### config.mk
export PLATFORM = sky130hd
export DESIGN_NAME = agu_mem_pipe
export DESIGN_NICKNAME = d
export VERILOG_FILES = /design/src/rtl/agu_mem_pipe.sv
export SDC_FILE = /design/constraint.sdc
export NUM_CORES = 1
export LEC_CHECK = 0
export ABC_AREA = 1
export CAP_MARGIN = 0
export CORE_MARGIN = 5
export CORE_UTILIZATION = 33
export CTS_BUF_LIST = sky130_fd_sc_hd__clkbuf_8
export CTS_CLUSTER_SIZE = 25
export DETAILED_ROUTE_END_ITERATION = 10
export MAX_ROUTING_LAYER = met4
export PLACE_DENSITY = 0.5
export SYNTH_ARGS = -nofsm -noshare
export SYNTH_HDL_FRONTEND = slang
export SYNTH_SLANG_ARGS = --single-unit
### constraint.sdc
create_clock -name i_clk -period 8.32 [get_ports i_clk]
set_input_delay 2.08 -clock i_clk [delete_from_list [all_inputs] [get_ports i_clk]]
set_output_delay 2.08 -clock i_clk [all_outputs]
set_load 0.01 [all_outputs]
### src/rtl/agu_mem_pipe.sv
// agu_mem_pipe
//   Address generation and data-cache access unit of the memory pipeline.
//   Each cycle it may accept one issued load or store micro-op and compute
//   its effective address op1 + imm. Accepted ops wait in an in-order queue.
//   The op at the head of the queue drives a single-port data cache, which
//   reads asynchronously and writes on the clock edge. Stores do a
//   read-modify-write merge of the cache word. Loads select and extend their
//   bytes and write back {o_val, o_addr, o_data} one edge later.
//
// Optional feature macro: AGU_MISALIGN_CHECK_EN
//   When defined, a misaligned halfword or word access is dropped at the head.
//   The new port o_misalign pulses in the slot where o_val would have been.
//
// Ports
//   i_clk, i_rst    : clock (rising edge) and synchronous active-high reset
//   i_instr         : packed {val, func, brmask, uop, imm, rd, op2, op1}
//   i_brkill        : branch kill mask; kills matching queued and incoming ops
//   o_full          : queue full, so upstream must hold memory ops
//   o_val/o_addr/o_data : load writeback (valid, destination register, data)
//   o_misalign      : misaligned access dropped (only with the macro above)
//   dcache_i_*      : cache word address, write data, write enable, kill
//   dcache_o_data   : cache read data, combinational from dcache_i_addr
//   dcache_o_nack   : cache cannot serve this cycle, so the head retries
module agu_mem_pipe #(
  parameter  int WIDTH_REG = 7,
  parameter  int WIDTH_BRM = 4,
  parameter  int WIDTH_TAG = 4,
  parameter  int WIDTH_MEM = 4,
  localparam int WIDTH     = 2 + 10 + WIDTH_BRM + 7 + 32 + WIDTH_REG + 64
) (
  input  logic                 i_clk,
  input  logic                 i_rst,
  input  logic [WIDTH-1:0]     i_instr,
  input  logic [WIDTH_BRM-1:0] i_brkill,
  output logic                 o_full,
  output logic [31:0]          o_data,
  output logic [WIDTH_REG-1:0] o_addr,
  output logic                 o_val,
`ifdef AGU_MISALIGN_CHECK_EN
  output logic                 o_misalign,
`endif
  output logic [WIDTH_MEM-1:0] dcache_i_addr,
  output logic [31:0]          dcache_i_data,
  output logic                 dcache_i_we,
  output logic                 dcache_i_kill,
  input  logic [31:0]          dcache_o_data,
  input  logic                 dcache_o_nack
);

  localparam int         DEPTH     = 2 ** WIDTH_TAG;
  localparam logic [6:0] UOP_LOAD  = 7'b0000011;
  localparam logic [6:0] UOP_STORE = 7'b0100011;

  typedef struct packed {
    logic [1:0]           val;
    logic [9:0]           func;
    logic [WIDTH_BRM-1:0] brmask;
    logic [6:0]           uop;
    logic [31:0]          imm;
    logic [WIDTH_REG-1:0] rd;
    logic [31:0]          op2;
    logic [31:0]          op1;
  } instr_t;

  typedef struct packed {
    logic                 is_store;
    logic [2:0]           funct3;
    logic [1:0]           off;
    logic [WIDTH_MEM-1:0] waddr;
    logic [31:0]          op2;
    logic [WIDTH_REG-1:0] rd;
    logic [WIDTH_BRM-1:0] brmask;
  } entry_t;

  instr_t ins;
  logic [31:0] ea;
  logic        accept;
  entry_t      new_entry;

  assign ins    = i_instr;
  assign ea     = ins.op1 + ins.imm;
  assign accept = ins.val[0] && (ins.uop == UOP_LOAD || ins.uop == UOP_STORE) &&
                  ((ins.brmask & i_brkill) == '0) && !o_full;

  assign new_entry = '{is_store: (ins.uop == UOP_STORE), funct3: ins.func[2:0],
                       off: ea[1:0], waddr: ea[WIDTH_MEM+1:2], op2: ins.op2,
                       rd: ins.rd, brmask: ins.brmask};

  // Instruction bits that this unit never looks at.
  logic unused_bits;
  assign unused_bits = ^{ins.val[1], ins.func[9:3], ea[31:WIDTH_MEM+2]};

  // ---------------------------------------------------------------- queue
  entry_t               q_mem [DEPTH];
  logic [DEPTH-1:0]     vld_q;
  logic [WIDTH_TAG-1:0] head_q, tail_q;
  logic [WIDTH_TAG:0]   count_q;

  entry_t head;
  logic   empty, head_dead, misalign, do_access, pop, load_done;

  assign head   = q_mem[head_q];
  assign empty  = (count_q == '0);
  assign o_full = (count_q == (WIDTH_TAG + 1)'(DEPTH));

  // The head is dead if it was killed earlier or is killed this cycle.
  // A dead head leaves without touching the cache, even under nack.
  assign head_dead = !vld_q[head_q] || ((head.brmask & i_brkill) != '0);

`ifdef AGU_MISALIGN_CHECK_EN
  // funct3[1:0] is the size: 0 byte, 1 half, anything else a full word.
  assign misalign = ((head.funct3[1:0] == 2'd1) && head.off[0]) ||
                    (head.funct3[1] && (head.off != 2'd0)) ||
                    ((head.funct3[1:0] == 2'd3) && (head.off != 2'd0));
`else
  assign misalign = 1'b0;
`endif

  assign do_access = !empty && !head_dead && !misalign;
  assign pop       = !empty && (head_dead || !dcache_o_nack);
  assign load_done = do_access && !head.is_store && !dcache_o_nack;

  assign dcache_i_addr = head.waddr;
  assign dcache_i_we   = do_access && head.is_store;
  assign dcache_i_kill = !empty && head_dead;

  // ------------------------------------------------ store merge / load select
  logic [31:0] wdata, rdata;
  logic [7:0]  rbyte;
  logic [15:0] rhalf;

  // NOTE: every always_comb target gets a default first so no latch is inferred.
  always_comb begin
    wdata = dcache_o_data;
    unique case (head.funct3[1:0])
      2'd0:    wdata[{head.off, 3'b000} +: 8]     = head.op2[7:0];
      2'd1:    wdata[{head.off[1], 4'b0000} +: 16] = head.op2[15:0];
      default: wdata = head.op2;
    endcase
  end
  assign dcache_i_data = wdata;

  assign rbyte = dcache_o_data[{head.off, 3'b000} +: 8];
  assign rhalf = dcache_o_data[{head.off[1], 4'b0000} +: 16];

  always_comb begin
    rdata = dcache_o_data;
    case (head.funct3)
      3'd0:    rdata = {{24{rbyte[7]}}, rbyte};
      3'd1:    rdata = {{16{rhalf[15]}}, rhalf};
      3'd4:    rdata = {24'd0, rbyte};
      3'd5:    rdata = {16'd0, rhalf};
      default: rdata = dcache_o_data;
    endcase
  end

  // ------------------------------------------------------ sequential state
  logic                 val_q;
  logic [31:0]          data_q;
  logic [WIDTH_REG-1:0] addr_q;

  // NOTE: sequential state uses non-blocking assignments so every flop samples
  // its pre-edge inputs, whatever order the blocks run in.
  always_ff @(posedge i_clk) begin
    if (i_rst) begin
      head_q  <= '0;
      tail_q  <= '0;
      count_q <= '0;
      val_q   <= 1'b0;
      data_q  <= '0;
      addr_q  <= '0;
    end else begin
      if (accept) tail_q <= tail_q + 1'b1;
      if (pop)    head_q <= head_q + 1'b1;
      count_q <= count_q + {{WIDTH_TAG{1'b0}}, accept} - {{WIDTH_TAG{1'b0}}, pop};
      val_q   <= load_done;
      if (load_done) begin
        data_q <= rdata;
        addr_q <= head.rd;
      end
    end
  end

  // NOTE: queue storage is left unreset. Only the pointers and count define
  // which slots are live, so the contents need no reset.
  always_ff @(posedge i_clk) begin
    for (int i = 0; i < DEPTH; i++) begin
      if ((q_mem[i].brmask & i_brkill) != '0) vld_q[i] <= 1'b0;
    end
    if (accept) begin
      q_mem[tail_q] <= new_entry;
      vld_q[tail_q] <= 1'b1;
    end
  end

  assign o_val  = val_q;
  assign o_data = data_q;
  assign o_addr = addr_q;

`ifdef AGU_MISALIGN_CHECK_EN
  logic misalign_q;
  always_ff @(posedge i_clk) begin
    if (i_rst) misalign_q <= 1'b0;
    else       misalign_q <= !empty && !head_dead && misalign && !dcache_o_nack;
  end
  assign o_misalign = misalign_q;
`endif

endmodule

# Yosys cells after proc, flatten, opt, wreduce, memory -nomap -nowiden
# Memories as Yosys holds them, arrays and structs flattened. A register that Yosys moved wholly into a read port is not among the register bits.
# Index checks and enable logic that the tools add are counted.
[word_totals]
mem_count = 1
word_cells = 119
regBits = 69
inputBits = 165
ram_bits = 848
output_inout_bits = 79
[op_classes]
bitwise = 19
muxes = 29
n_eq_ne = 7
n_addsub = 7
reduce_logical = 40
shift = 6
magnitude_cmp = 3
[memory_table]
columns = ["memory", "words", "width", "read_ports", "rd_ports_with_merged_regs", "wr", "line_no", "source"]
rows = [
  ["q_mem", 16, 53, 17, 1, 1, "94", "entry_t q_mem [DEPTH];"],
]
[ops]
columns = ["cell", "n"]
rows = [
  ["$pmux 32 s4", 1],
  ["$and 4x4->4", 18],
  ["$reduce_bool 4->1", 17],
  ["$bwmux 32", 2],
  ["$pmux 32 s2", 1],
  ["$shift 16x7->32 const A", 1],
  ["$shift 8x7->32 const A", 1],
  ["$shiftx 16x7->32", 1],
  ["$shiftx 32x6->16", 1],
  ["$shiftx 32x6->8", 1],
  ["$shiftx 8x7->32", 1],
  ["$mux 1", 20],
  ["$mux 16", 1],
  ["$or 16x16->16", 1],
  ["$neg 5->7", 2],
  ["$logic_and 1x1->1", 10],
  ["$lt 4x5->1 const B", 2],
  ["$add 4x1->4 const B", 2],
  ["$mux 4", 2],
  ["$eq 7x2->1 const B", 1],
  ["$eq 7x6->1 const B", 1],
  ["$add 6x6->6", 1],
  ["$eq 3x3->1 const B", 2],
  ["$logic_not 1->1", 6],
  ["other kinds (13)", 15],
]

# Longest topological paths before layout
# Gate-level depths: netlist of the first run.
[logic_depth]
ltp_word = 8
mapped_depth = 23
depth_no_buf = 20

# Least setup slack after synthesis of the first run
# Ideal clock, no wire load.
[synth_timing]
path_type = "input to register"
start = "in i_brkill[2]"
end = "mem q_mem[12][0] (netlist bit), enable pin"
slack_ns = 2.661
setup_ns = 0.465
t_required_ns = 7.855
stages = 8
n_path_buf = 1
arrival_time_ns = 5.193
path_cell_list = "clkbuf_1 > nand2_1 > nand2_1 > nor3b_1 > nand3_1 > inv_1 > nand2_1 > nor2_1"
[synth_between]
elab_chain_len = 6
[synth_rtl]
columns = ["item", "line_no", "source"]
rows = [
  ["start, declared", "34", "input logic [WIDTH_BRM-1:0] i_brkill,"],
  ["$and 4x4->4", "83", "((ins.brmask & i_brkill) == '0) && !o_full;"],
  ["$logic_not 4->1", "83", ""],
  ["$logic_and 1x1->1", "82", "assign accept = ins.val[0] && (ins.uop == UOP_LOAD || ins.uop == UOP_STORE) &&"],
  ["$logic_and 1x1->1", "83", ""],
  ["via accept", "77", "logic accept;"],
  ["$mux 1", "190", "if (accept) begin"],
  ["$mux 1 (implied by the code)", "191", "q_mem[tail_q] <= new_entry;"],
  ["end, declared", "94", ""],
]
# The timed path passes the listed nets, and every way through them passes these cells.

==> summary.txt, run 1 <==
Worst setup path
  • Worst Reg2Reg Path Length in Cells: 12
  • WS Path Type: register to output port
  • Worst R2R End: o_data[11]
  • Startpoint types: register
  • Worst-path fanout max: between 100 and 150
  • R2r setup slk: 3.40 ns
  • CP required: 6.24 ns
  • Arr. time, crit path: ~5.6 ns
  • Crit. End Element: output port

Clock network
  • Post-cts sizing count: 0
  • CTS Hold Bufs: 0
  • Root buf cell: clkbuf_8
  • Longest Clk Path Bufs: 3
  • Num CTS Buffers: 156
  • H-tree levels: 4
  • Clock slew at reported path FFs: 0.07 ns
  • CTS tree: yes
  • Sink Count: 921
  • Postcts setup bufs: 0
  • Worst-Skew Late Latency: 0.84 ns

Timing
  • Minimum clock period: 7.69 ns
  • Setup TNS: 0 ns
  • Slew Limit Fails: 0
  • Hold Vio Cnt, Final: 0
  • Max Fclk: roughly 0.13 GHz
  • Final Cycle Share: 92.4%
  • Worst-Margin Slew: around 1.3 ns
  • Final setup violation count: 0
  • Max-slew headroom: 14.0%
  • Clock Skew: 0.0471 ns
  • RSZ-0062 raised after global routing: false

Global route
  • Initial antenna violation count: 14
  • Largest net degree at the start of global routing: 196
  • Vias in the first global route: between 20000 and 30000
  • Global-route wire length before repair: 182000 um
  • GRT Total Usage: about 20%
  • Gr ovfl total: 0

Floorplan
  • I/O Pins: 244
  • Chip height: between 300 and 400 um
  • Die area: 125000 sq um
  • Starting Density: 33.2%
  • Die width: between 300 and 400 um
  • Core ar.: ~120000 sq um
  • Num rows: 126

Synthesis
  • Largest area contributor in the netlist: edfxtp_1
  • Library cells used by synthesis: 41
  • Synth Register Bits: just over 900
  • Area of the mapped netlist: 39100 sq um
  • Synthesized area per cell: 11.5 sq um
  • Seq/Total Area, Yosys: 68.9%
  • Top FF cell, synth: edfxtp_1
  • Number of enable flip-flop cells after synthesis: about 850
  • Top cells by area, synth: edfxtp_1 (65%), nor2_1 (5.4%), o21ai_0 (5.4%), nand2_1 (4.1%), dfxtp_1 (3.7%)
  • Yosys top cell area share: 65.2%
  • Mapped Cells: 3399
  • Async set-or-reset flop fraction in the synthesized netlist: 0%
  • Post-Syn Nets: roughly 3600
  • Synth warnings: 0

Placement
  • Dpl hpwl: slightly above 70000 um
  • RePlAce Congestion: 0.851
  • Placed inst area: 42300 sq um
  • PortBufs: 183

Detailed routing
  • Post-Route WL: roughly 130000 um
  • Drt first pass iters: 5
  • Vias: between 20000 and 30000
  • Drt drc: 0
  • DRT iter0 DRCs: 2826
  • DRT antenna net count: 0
  • Drt via density: 5.22
  • WL per Instance: around 24 um

Worst hold path
  • Worst Hold End: o_addr[3]
  • Worst Hold Launch: o_addr[3]
  • Hold path cells: 2
  • Worst min path class: register to register

Final layout
  • Most common library cell in the layout ignoring fill and taps: edfxtp_1
  • Share of cells above drive strength 1: approximately 8.3%
  • Fillers: 11400
  • Nets: 3760
  • Final instance area: 45300 sq um
  • Layout Area Growth over Synthesis: 15.9%
  • Most frequent cells in the layout: edfxtp_1 (848), nor2_1 (550), nand2_1 (429), o21ai_0 (422)

Status
  • Status: finished, final reports clean

Power and ir drop
  • Overall Power: 14200 uW
  • PwrDens: 313 nW/um^2
  • Cell leakage power: 0.0156 uW
  • Maximum vdd drop: 0.000262 V

Run
  • Max Cap Viol: 0
critical path, stage by stage, from the launching register on:
cell             delay, ns
dfxtp_4               0.76
buf_12                0.50
nor2_1                0.11
nor2_1                0.10
o21ai_0               0.11
nand3_1               0.14
nand3_2               0.31
nand2_2               0.18
buf_4                 0.49
ha_1                  0.47
nand2_1               0.12
inv_1                 0.17
nand2_1               0.07
o21ai_1               0.08
nand2_1               0.09
nand3_1               0.34
clkdlybuf4s50_1       0.62
cell type report:
cell class	instances	area [sq um]	share of cell area, %
inverters	159	616	1.36
flip-flops and latches	921	26900	59.5
diodes	14	35.0	0.0774
well taps	1536	1920	4.24
multi-input cells	2089	10500	23.1
clock buffers	159	2190	4.83
repair buffers	245	2380	5.27
clock inverters	127	711	1.57
per-layer routing:
layer	vias up	GRT usage, %	part of all wire (%)	routed length, um
li1	12700	-	-	-
met1	13600	28.1	46	57500
met4	0	5.15	2.1	2580
met3	171	4.56	7.5	9380
met5	-	-	0	0
met2	969	29.8	45	56400
cells in the mapped netlist, types with 5 or more instances:
cell / count
nor2_1: 567
dfxtp_1: 73
o221ai_1: 104
buf_2: 75
buf_1: 12
o211ai_1: 118
edfxtp_1: 848
a22o_1: 9
ha_1: 21
inv_1: 151
a21oi_1: 70
nand3_2: 5
o21ai_1: 33
nand3_1: 217
o22ai_1: 36
o21ai_0: 422
buf_6: 15
a31o_2: 9
clkbuf_1: 98
buf_4: 29
xor2_1: 6
nand4_1: 12
nand2_1: 431
through the flow:
| stage | cells | utilization (%) | hold WS [ns] | setup slack, ns |
|---|---|---|---|---|
| floorplan | 3399 | - | 0.456 | 2.66 |
| global placement | 4950 | 36.0 | 0.453 | 1.58 |
| detailed placement | 4950 | 36.0 | 0.456 | 1.58 |
| CTS | 5236 | 38.4 | 0.464 | 0.624 |
| global route | 5249 | 38.4 | 0.494 | 0.255 |
| finish | 5250 | 38.4 | 0.462 | 0.634 |
sequential cells by signal (all words and copies together), names as in the netlist, named ones only:
name,cells
q_mem,848
o_data,32
vld_q,16
o_addr,7
count_q,5
head_q,4
tail_q,4
o_val,1
power by group:
part	switching (uW)	internal [uW]
clock	1860	1970
combinational	3560	1520
sequential	129	5110
cells by family after synthesis:
kind of cell	count (synthesis)	share of synthesized area, %
AOI/OAI and AO/OA	806	12.4
adders and majority gates	23	0.775
and+or+nand+nor	1252	13.1
xor gates and xnor gates	8	0.179
buffers and inverters	389	4.56
DFF	921	68.9
how the worst max path moves through the flow:
stage | start | endpoint | slack, ns
6_report | register | dcache_i_data[27] | 0.63
5_1_grt | register | dcache_i_data[27] | 0.26
4_1_cts | register | dcache_i_data[27] | 0.62
3_5_place_dp | register | dcache_i_data[27] | 1.58
3_3_place_gp | register | dcache_i_data[27] | 1.58
2_1_floorplan | i_brkill[2] | q_mem[12][0] | 2.66
(Power assumes the default switching activity.)
==> run 2: changes to the inputs <==
--- a/config.mk
+++ b/config.mk
@@ -6,6 +6,7 @@
 export NUM_CORES = 1
 export LEC_CHECK = 0
 export ABC_AREA = 1
+export ABC_CLOCK_PERIOD_IN_PS = 8320
 export CAP_MARGIN = 0
 export CORE_MARGIN = 5
 export CORE_UTILIZATION = 33
@@ -14,6 +15,7 @@
 export DETAILED_ROUTE_END_ITERATION = 10
 export MAX_ROUTING_LAYER = met4
 export PLACE_DENSITY = 0.5
+export REMOVE_ABC_BUFFERS = 1
 export SYNTH_ARGS = -nofsm -noshare
 export SYNTH_HDL_FRONTEND = slang
 export SYNTH_SLANG_ARGS = --single-unit
==> run 2 against run 1 <==
Compared with the run above: global-route usage fell by 0.23 points; non-clock buffer count fell by 6; cell area barely moved; combinational power rose by 1%; worst hold slack improved by 0.0027 ns; total power fell by 0.70%; fmax fell by 0.35%; flip-flop and latch count did not move; clock power fell by 4%; sequential power barely moved; critical path type unchanged; largest cell class unchanged.
==> summary.txt, run 2 (synthesized netlist as in run 1, its figures left out) <==
Power and ir drop
  • Overall Power: 14100 uW
  • PwrDens: 311 nW/um^2
  • Cell leakage power: approximately 0.015 uW
  • Maximum vdd drop: 0.000300 V

Timing
  • Slew Limit Fails: 0
  • Clock Skew: 0.0381 ns
  • Final Cycle Share: 92.7%
  • Minimum clock period: 7.71 ns
  • Worst-Margin Slew: about 1.2 ns
  • Max-slew headroom: slightly below 20%
  • Hold Vio Cnt, Final: 0
  • Final setup violation count: 0
  • Max Fclk: approximately 0.13 GHz
  • RSZ-0062 raised after global routing: false

Global route
  • Vias in the first global route: ~26000
  • Gr ovfl total: 0
  • GRT Total Usage: 19.9%
  • Initial antenna violation count: 13
  • Largest net degree at the start of global routing: around 150
  • Global-route wire length before repair: 179000 um

Worst setup path
  • CP required: 6.24 ns
  • Startpoint types: register
  • Worst Reg2Reg Path Length in Cells: 15
  • Cell depth of the worst setup path: 17
  • Crit. End Element: output port
  • Most frequent CP cell: nand2_1
  • WS Path Type: register to output port
  • CP max stage delay: 0.70 ns
  • Crit path max-delay family: buffers and inverters
  • Arr. time, crit path: 5.63 ns
  • Critical path's slowest cell: dfxtp_4
  • Worst-path fanout max: 82
  • CP bufs+invs: 5
  • Worst-path cell chain: inv_8 -> nor2_1 -> nor2_1 -> o21ai_1 -> nand3_1 -> nand3_2 -> nand2_2 -> inv_1 -> buf_4 -> ha_1 -> nand2_1 -> inv_1 -> nand2_1 -> o21ai_0 -> nand2_1 -> nand3_1 -> clkdlybuf4s50_1

Detailed routing
  • Vias: approximately 27000
  • Drt drc: 0
  • DRT antenna net count: 0
  • WL per Instance: 23.9 um
  • Drt first pass iters: 5
  • Drt via density: around 5.2
  • DRT iter0 DRCs: 2944
  • Post-Route WL: 125000 um

Floorplan
  • Starting Density: approximately a third
  • I/O Pins: 244
  • Die width: 354 um
  • Core ar.: 118000 sq um
  • Num rows: 126
  • Chip height: 354 um
  • Die area: 125000 sq um

Clock network
  • CTS tree: yes
  • Longest Clk Path Bufs: 3
  • Worst-Skew Late Latency: 0.83 ns
  • Num CTS Buffers: 159
  • Clock slew at reported path FFs: roughly 0.060 ns
  • Postcts setup bufs: 0
  • CTS Hold Bufs: 0
  • Sink Count: 921
  • Post-cts sizing count: 0
  • Root buf cell: clkbuf_8
  • H-tree levels: 4

Final layout
  • Final Util: between 30 and 40%
  • Most frequent cells in the layout: edfxtp_1 (848), nor2_1 (550), nand2_1 (429), o21ai_0 (422), nand3_1 (217)
  • Layout Area Growth over Synthesis: 15.8%
  • Most common library cell in the layout ignoring fill and taps: edfxtp_1
  • Share of cells above drive strength 1: roughly 8.3%
  • Final instance area: 45200 sq um
  • Non-filler cells, final: 5237
  • Most flop-heavy register: q_mem
  • Nets: 3757
  • Max reg flops: 848

Run
  • Max Cap Viol: 0

Placement
  • PortBufs: 183
  • Placed insts: 4943
  • Dpl hpwl: between 60000 and 70000 um
  • RePlAce Congestion: 0.905
  • Placed inst area: ~42000 sq um

Worst hold path
  • Hold path cells: 2
  • Worst min path class: register to register

Status
  • Status: finished, final reports clean
-- run 2: worst register-to-register path: stages, from the launching register on --
cell,delay (ns)
dfxtp_4,0.70
buf_12,0.61
buf_4,0.73
nand2_1,0.14
nand3_1,0.11
nand2_1,0.06
nand2_1,0.09
nand3_1,0.10
nand3_1,0.17
nand3_2,0.13
nor2_4,0.10
buf_4,0.43
nand2_4,0.55
nor2_4,0.78
nand3_1,0.48
nand2_1,0.17
-- run 2: area by class of cell --
type | count | area, sq um
Antenna cell | 9 | 22.5
Clock buffer | 159 | 2190
Clock inverter | 125 | 619
Fill cell | 11300 | 72500
Inverter | 159 | 616
Multi-Input combinational cell | 2089 | 10500
Sequential cell | 921 | 26900
Tap cell | 1536 | 1920
Timing Repair Buffer | 239 | 2440
-- run 2: report_power, final --
part	internal [uW]	leakage (uW)	total [uW]	switching, uW
clock network	1820	0.00163	3700	1880
logic	1540	0.00560	5140	3610
registers	5110	0.00823	5210	97.3
total	8470	0.0155	14100	5580
-- run 2: routing by layer --
metal	global-route usage (%)	part of all wire (%)	up-vias
met5	-	0	-
met4	5.24	2.1	0
met3	4.47	7.9	185
met2	28.8	44	1052
met1	28.3	46	13400
li1	-	-	12700
-- run 2: metrics by stage --
step,hold slack (ns),TNS [ns],setup WS [ns]
after floorplan,0.456,-851.40,-11.20
after global placement,0.453,0,1.41
after detailed placement,0.458,0,1.39
after CTS,0.466,0,0.459
after global routing,0.490,0,0.283
final,0.465,0,0.607
-- run 2: final timing paths --
path	from	to	slack, ns
hold / removal	o_addr[2]	o_addr[2]	0.46
setup / recovery	register	dcache_i_data[9]	0.61
hold reg to reg	o_addr[2]	o_addr[2]	0.46
setup reg to reg	register	o_data[8]	2.91
